[config.mk]
export PLATFORM = sky130hd
export DESIGN_NAME = cpu_boot_ctrl
export DESIGN_NICKNAME = d
export VERILOG_FILES = /design/src/rtl/cpu_boot_ctrl.sv
export SDC_FILE = /design/constraint.sdc
export NUM_CORES = 1
export LEC_CHECK = 0
export CORE_ASPECT_RATIO = 0.6
export CORE_MARGIN = 2
export CORE_UTILIZATION = 47
export CTS_CLUSTER_SIZE = 40
export DETAILED_ROUTE_END_ITERATION = 6
export GPL_ROUTABILITY_DRIVEN = 0
export PLACE_DENSITY = 0.81
export SLEW_MARGIN = 20
export SYNTH_ARGS = -nofsm -noshare
export SYNTH_HDL_FRONTEND = slang
export SYNTH_SLANG_ARGS = --single-unit
[constraint.sdc]
create_clock -name clk -period 3.6 [get_ports clk]
set_input_delay 0.72 -clock clk [delete_from_list [all_inputs] [get_ports clk]]
set_output_delay 0.72 -clock clk [all_outputs]
set_load 0.02 [all_outputs]
[src/rtl/cpu_boot_ctrl.sv]
// cpu_boot_ctrl: host-side sequencer that loads, runs and dumps the pipelined RISC-V cpu
//
// Ports:
//   clk, srst                 clock and synchronous active-high reset
//   start                     session start pulse (honoured in IDLE/DONE only)
//   run_cycles, dump_words    session lengths, latched on an accepted start
//   s_valid/s_ready/s_data/s_last   load stream (instruction phase, then data phase)
//   m_valid/m_ready/m_data    dump stream of data-memory words
//   imem_*                    cpu instruction-memory external write port
//   dmem_*                    cpu data-memory external read/write port
//   cpu_arst_n, cpu_enable    cpu reset and clock-enable control
//   busy, done, ovf_err       session status; ovf_err is sticky until the next start
module cpu_boot_ctrl #(
    parameter int IMEM_DEPTH = 512,
    parameter int DMEM_DEPTH = 1024,
    parameter int CNT_W      = 32
) (
    input  logic             clk,
    input  logic             srst,
    input  logic             start,
    input  logic [CNT_W-1:0] run_cycles,
    input  logic [CNT_W-1:0] dump_words,
    input  logic             s_valid,
    output logic             s_ready,
    input  logic [63:0]      s_data,
    input  logic             s_last,
    output logic             m_valid,
    input  logic             m_ready,
    output logic [63:0]      m_data,
    output logic [63:0]      imem_addr,
    output logic             imem_wen,
    output logic [31:0]      imem_wdata,
    output logic [63:0]      dmem_addr,
    output logic             dmem_wen,
    output logic             dmem_ren,
    output logic [63:0]      dmem_wdata,
    input  logic [63:0]      dmem_rdata,
    output logic             cpu_arst_n,
    output logic             cpu_enable,
    output logic             busy,
    output logic             done,
    output logic             ovf_err
);
    localparam int IAW = IMEM_DEPTH > 1 ? $clog2(IMEM_DEPTH) : 1;
    localparam int DAW = DMEM_DEPTH > 1 ? $clog2(DMEM_DEPTH) : 1;
    localparam logic [IAW-1:0] I_LAST = IAW'(IMEM_DEPTH - 1);
    localparam logic [DAW-1:0] D_LAST = DAW'(DMEM_DEPTH - 1);

    typedef enum logic [3:0] {
        IDLE, LOAD_I, LOAD_D, SETTLE, RUN, DUMP_RD, DUMP_WAIT, DUMP_OUT, DONE
    } state_t;

    state_t           state, state_nx;
    logic [CNT_W-1:0] run_q, dump_q, run_cnt, dump_cnt;
    logic [IAW-1:0]   i_idx;
    logic [DAW-1:0]   d_idx, j_idx;
    logic [63:0]      wr_addr;
    logic             acc, go, ovf_hit;

    assign acc = s_valid & s_ready;
    assign go  = start & (state == IDLE || state == DONE);
    // a phase's final slot taken without s_last closes the phase and flags overflow
    assign ovf_hit = acc & ~s_last & (state == LOAD_I ? i_idx == I_LAST : d_idx == D_LAST);

    always_ff @(posedge clk) begin
        if (srst)
            state <= IDLE;
        else
            state <= state_nx;
    end

    always_comb begin
        state_nx   = state;
        s_ready    = 1'b0;
        m_valid    = 1'b0;
        dmem_ren   = 1'b0;
        dmem_addr  = wr_addr;
        cpu_enable = 1'b0;
        cpu_arst_n = 1'b1;
        busy       = 1'b1;
        done       = 1'b0;
        case (state)
            IDLE: begin
                cpu_arst_n = 1'b0;
                busy       = 1'b0;
                state_nx   = start ? LOAD_I : IDLE;
            end
            LOAD_I: begin
                cpu_arst_n = 1'b0;
                s_ready    = 1'b1;
                state_nx   = s_valid && (s_last || i_idx == I_LAST) ? LOAD_D : LOAD_I;
            end
            LOAD_D: begin
                cpu_arst_n = 1'b0;
                s_ready    = 1'b1;
                state_nx   = s_valid && (s_last || d_idx == D_LAST) ? SETTLE : LOAD_D;
            end
            SETTLE: begin
                cpu_arst_n = 1'b0;
                state_nx   = run_q != '0 ? RUN : dump_q != '0 ? DUMP_RD : DONE;
            end
            RUN: begin
                cpu_enable = 1'b1;
                if (run_cnt == CNT_W'(1))
                    state_nx = dump_q != '0 ? DUMP_RD : DONE;
            end
            DUMP_RD: begin
                dmem_ren  = 1'b1;
                dmem_addr = 64'({j_idx, 3'b000});
                state_nx  = DUMP_WAIT;
            end
            DUMP_WAIT: state_nx = DUMP_OUT;
            DUMP_OUT: begin
                m_valid = 1'b1;
                if (m_ready)
                    state_nx = dump_cnt + 1'b1 == dump_q ? DONE : DUMP_RD;
            end
            DONE: begin
                busy     = 1'b0;
                done     = 1'b1;
                state_nx = start ? LOAD_I : DONE;
            end
            default: state_nx = IDLE;
        endcase
    end

    always_ff @(posedge clk) begin
        if (srst) begin
            run_q      <= '0;
            dump_q     <= '0;
            run_cnt    <= '0;
            dump_cnt   <= '0;
            i_idx      <= '0;
            d_idx      <= '0;
            j_idx      <= '0;
            ovf_err    <= 1'b0;
            imem_wen   <= 1'b0;
            imem_addr  <= '0;
            imem_wdata <= '0;
            dmem_wen   <= 1'b0;
            wr_addr    <= '0;
            dmem_wdata <= '0;
            m_data     <= '0;
        end else begin
            imem_wen <= acc && state == LOAD_I;
            dmem_wen <= acc && state == LOAD_D;
            if (go) begin
                run_q    <= run_cycles;
                dump_q   <= dump_words;
                ovf_err  <= 1'b0;
                i_idx    <= '0;
                d_idx    <= '0;
                j_idx    <= '0;
                dump_cnt <= '0;
            end
            if (ovf_hit)
                ovf_err <= 1'b1;
            if (acc && state == LOAD_I) begin
                imem_addr  <= 64'({i_idx, 2'b00});
                imem_wdata <= s_data[31:0];
                i_idx      <= i_idx + 1'b1;
            end
            if (acc && state == LOAD_D) begin
                wr_addr    <= 64'({d_idx, 3'b000});
                dmem_wdata <= s_data;
                d_idx      <= d_idx + 1'b1;
            end
            if (state == SETTLE)
                run_cnt <= run_q;
            else if (state == RUN)
                run_cnt <= run_cnt - 1'b1;
            // read data arrives one cycle after dmem_ren, i.e. during DUMP_WAIT
            if (state == DUMP_WAIT)
                m_data <= dmem_rdata;
            if (state == DUMP_OUT && m_ready) begin
                dump_cnt <= dump_cnt + 1'b1;
                j_idx    <= j_idx == D_LAST ? '0 : j_idx + 1'b1;
            end
        end
    end
endmodule
# ---- Yosys cells after proc, flatten, opt, wreduce, memory -nomap -nowiden
# Index checks and enable logic that the tools add are counted.
# W data, S select, Z words.
dict set report totals {
  elab_cells 92
  inputBits 198
  out_inout_bits 298
  reg_bits 343
}
dict set report op_classes {
  bitwise_logic 5
  n_eq_ne 15
  reduce_logical 20
  mux 31
  n_addsub 5
}
# cell n
set ops {}
lappend ops {{$mux W32} 4}
lappend ops {{$reduce_bool A32 Y1} 2}
lappend ops {{$mux W10} 4}
lappend ops {{$pmux W4 S9} 1}
lappend ops {{$add A32 B1 Y32 const B} 1}
lappend ops {{$eq A32 B1 Y1 const B} 1}
lappend ops {{$eq A32 B32 Y1} 1}
lappend ops {{$sub A32 B1 Y32 const B} 1}
lappend ops {{$mux W4} 6}
lappend ops {{$add A10 B1 Y10 const B} 2}
lappend ops {{$eq A10 B10 Y1 const B} 2}
lappend ops {{$mux W9} 2}
lappend ops {{$eq A4 B3 Y1 const B} 4}
lappend ops {{$mux W13} 1}
lappend ops {{$mux W1} 12}
lappend ops {{$reduce_bool A2 Y1} 5}
lappend ops {{$add A9 B1 Y9 const B} 1}
lappend ops {{$eq A9 B9 Y1 const B} 1}
lappend ops {{$eq A4 B2 Y1 const B} 2}
lappend ops {{$logic_and A1 B1 Y1} 5}
lappend ops {{$and A1 B1 Y1} 4}
lappend ops {{$eq A4 B1 Y1 const B} 1}
lappend ops {{$eq A4 B4 Y1 const B} 1}
lappend ops {{$logic_not A4 Y1} 1}
lappend ops {{7 further kinds} 11}

# ---- Longest topological paths before layout
dict set report logic_depth {
  word_depth 7
  depth_mapped 10
  depth_no_buf 10
}

# ---- Worst setup path before layout
# No wires, ideal clock.
dict set report synth_path {
  path_kind {reg-to-reg}
  start {register dump_cnt[0]}
  end {register state[2]}
  path_buffers 1
  required_ps 3470
  period_less_slack_ps 2702
  slack_ps 898
  stages_incl_launch_ff 11
  arrival_time_ps 2571
  setup_ps 130
  cell_sequence {dfxtp_1 ha_1 nand3_1 buf_2 nor4_1 nand2_1 xor2_1 a2111o_1 a211oi_1 a31o_2 a31oi_1}
}
dict set report synth_via {
  elab_chain_cells 5
}
# element line
set synth_rtl {}
lappend synth_rtl {{start: declaration} 54} ;# logic [CNT_W-1:0] run_q, dump_q, run_cnt, dump_cnt;
lappend synth_rtl {{start signal: assignment} 176} ;# dump_cnt <= dump_cnt + 1'b1;
lappend synth_rtl {{$add A32 B1 Y32} 116} ;# state_nx = dump_cnt + 1'b1 == dump_q ? DONE : DUMP_RD;
lappend synth_rtl {{$eq A32 B32 Y1} 116}
lappend synth_rtl {{$mux W4} 116}
lappend synth_rtl {{$mux W4} 115} ;# if (m_ready)
lappend synth_rtl {{$pmux W4 S9} 82} ;# case (state)
lappend synth_rtl {{end signal: assignment} 69} ;# state <= state_nx;
lappend synth_rtl {{end: declaration} 53} ;# state_t state, state_nx;
# No other way between the ends. The select of a mux whose other input is x is not followed.
# A chain may end at the register's enable or synchronous reset.

# ---- Worst setup path in the final report
dict set report layout_path {
  start {register state[1]}
  end {output port dmem_addr[12]}
}
dict set report layout_via {
  elab_chain_cells 2
}
# element line
set layout_rtl {}
lappend layout_rtl {{$eq A4 B3 Y1} 82}
lappend layout_rtl {{$mux W13} 82}
lappend layout_rtl {{end: declaration} 33} ;# output logic [63:0] dmem_addr,
# No other way between the ends.

==> results.ini <==
[run_status]
outcome = complete, no violations

[final_layout]
final_area_um2 = 20100
drive_gt1_frac = 0.0465
fin_cells = 2789
final_util = 0.624
syn2layout_area_growth_pct = 31.4
n_fill_cell = 2738
nNetsFinal = 2549

[yosys]
synthArstFlopShare = 0
synthTopCellsByArea = dfxtp_1 45%, nand2_1 14%, a21oi_1 11%, buf_4 5.4%, nor2_1 3.2%
netlist_area_um2 = 15300
synth_edf_count = 0
synth_flop_cell = dfxtp_1
yosys-top-cells-count = 563 x nand2_1, 343 x dfxtp_1, 341 x a21oi_1
yosys.area.top_type = dfxtp_1
yosys.cell_count.top_type = nand2_1
yosys_warnings = 0
ys_seq_area_frac = 0.448
synth_cell_type_count = 60
netlist_instances = 2031
syn_avg_cell_area_um2 = 7.55
ys_ff_latch = 343
synth_top_cell_area_share = 0.448

[worst_setup_path]
crit_type = register to primary output
cpPeakStageDelay_ps = 580
cp.required_ps = 2880
start_kind = register
cp_max_fo = 11
critPathBufInv = 3
cp_top_family = buffers and inverters
slowest_stage = clkdlybuf4s50_1
cp.arrival_ps = 2730
crit_path_end_kind = primary output
r2r_slack_ps = 320
worstPathCellList = inv_1 > nand2_1 > nor2_1 > buf_4 > mux2_2 > clkdlybuf4s50_1

[pwr]
peakVddDrop_mv = 0.322
p_leak_nw = 7.14
power_density_nw_per_um2 = 548

[routing]
final_antenna_net_count = 0
drt_first_pass_iters = 6
num_vias = 15000
via_per_inst = 5.38
wl_per_cell_um = 16.9
route.detailed.drc = 0
wl_mm = 47.1
drt_iter0_markers = 1383

[sta]
rsz0062_at_grt = false
hold_viol_final = 0
fin_skew_ps = 8.19
finalSetupViolCount = 0
setup_tns_ps = 0
fmax_ghz = 0.290
period_minus_slack_ps = 3450
slew_violations = 0
slew_headroom = 0.450
hold_ws_ps = 452
worst_pin_slew_ps = 825
finalCritPeriodShare = 0.957

[place]
placedInstanceArea_um2 = 19100
place_hpwl_mm = 34.3
dp_cells = 2735
io_buffers = 386

[clock_tree]
clock_latency_ps = 570
clock-sinks = 343
cts_buffers = 31
htree_num_levels = 1
cts_root_buf = clkbuf_16
cts.reportedPaths.clkPinSlew_ps = 70
cts_buffer_depth = 3
cts_tree = yes
cts_hold_buf = 0
cts_setup_buffers = 0

[die]
dieArea_um2 = 34100
num_rows = 51
die_h_um = 144
pin_count = 496
core_um2 = 32300
die_w_um = 237
initial_core_util = 0.475

[global_route]
grt_pass1_wl_mm = 71.6
groute.usage.overall = 0.257
first_global_vias = 13600
antenna_found_initial = 1
grt_start_max_net_pins = 129
overflow = 0

[run]
cap_violations = 0

[min_path]
hp-class = register to register

-- worst paths after layout --
kind	cells after the start	from	end
max reg2reg	9	dump_cnt[0]$_SDFFE_PP0P_	state[0]$_SDFFE_PP0P_
max	6	state[1]$_SDFFE_PP0P_	dmem_addr[12]
min	2	imem_addr[6]$_SDFFE_PP0P_	imem_addr[6]$_SDFFE_PP0P_
min reg2reg	2	imem_addr[6]$_SDFFE_PP0P_	imem_addr[6]$_SDFFE_PP0P_
-- worst register-to-register path: stages, from the launching register on --
cell and delay [ps]:
dfxtp_1 450, ha_1 330, nand3_1 330, or4_1 640, nor3_1 490, nor3_1 150, a41oi_1 200, a211oi_1 130
a31o_2 270, a211oi_1 220
-- placed cells by master (no fill, tap or decap), types with 36 or more instances in the layout --
master           netlist  final
conb_1                 1    109
a21oi_1              341    341
nor2_1               130    126
nand2_1              563    562
dfxtp_1              343    342
clkdlybuf4s50_1        0    385
nand3_1               38     36
nor4_1                37     37
o21ai_0               54     54
-- registers in the layout, summed over array words and instances (netlist names) --
name	cells
run_cnt	32
wr_addr	10
dmem_wen	1
imem_wdata	32
m_data	64
dump_cnt	32
j_idx	10
imem_wen	1
imem_addr	9
i_idx	9
run_q	32
dump_q	32
d_idx	10
dmem_wdata	64
state	4
ovf_err	1
-- kinds of logic (layout without fill, tap and decap cells) --
kind of cell | count (synthesis) | count (layout) | synth area share
AO/OA/AOI/OAI | 471 | 471 | 0.168
XOR/XNOR | 48 | 48 | 0.0274
adder cells (fa/ha/maj) | 7 | 7 | 0.00571
buffers and inverters | 253 | 478 | 0.0895
flip-flops | 343 | 343 | 0.448
multiplexers | 13 | 13 | 0.00930
other | 1 | 110 | 0.000245
AND/OR/NAND/NOR | 895 | 895 | 0.252
-- layout make-up --
class                      instances  area [µm²]  area share
antenna                            1        2.50    0.000124
clock inverter                     8         115     0.00572
sequential                       343        6870       0.341
clock buffer                      45         908      0.0451
inverter                          10        37.5     0.00186
tap                              424         531      0.0263
timing repair buffer             415        4120       0.205
multi-input combinational       1543        7550       0.375
-- layer usage --
layer | routed length [µm] | share of wire | vias to the layer above | GRT usage
li1 | - | - | 7291 | -
met1 | 19900 | 0.42 | 6996 | 0.349
met2 | 22100 | 0.47 | 638 | 0.413
met3 | 3980 | 0.084 | 80 | 0.0597
met4 | 1150 | 0.024 | 0 | 0.0698
met5 | 0 | 0 | - | 0
-- what timing repair did --
item / in CTS / in global routing
resized for setup: 0 / 1
endpoints found under the hold margin: 0 / 0
setup endpoints to repair: 0 / 10
-- power breakdown --
group / switching (W) / internal, W
combinational: 0.00195 / 0.00119
clock: 0.00143 / 0.00195
sequential: 0.000348 / 0.00416
-- per-stage QoR --
step,setup WS [ps],power [W]
2_1_floorplan,898,0.00661
3_3_place_gp,633,0.00756
3_5_place_dp,405,0.00768
4_1_cts,16.8,0.0110
5_1_grt,60.2,0.0116
6_report,153,0.0110
Power figures use the tool's default switching activity.
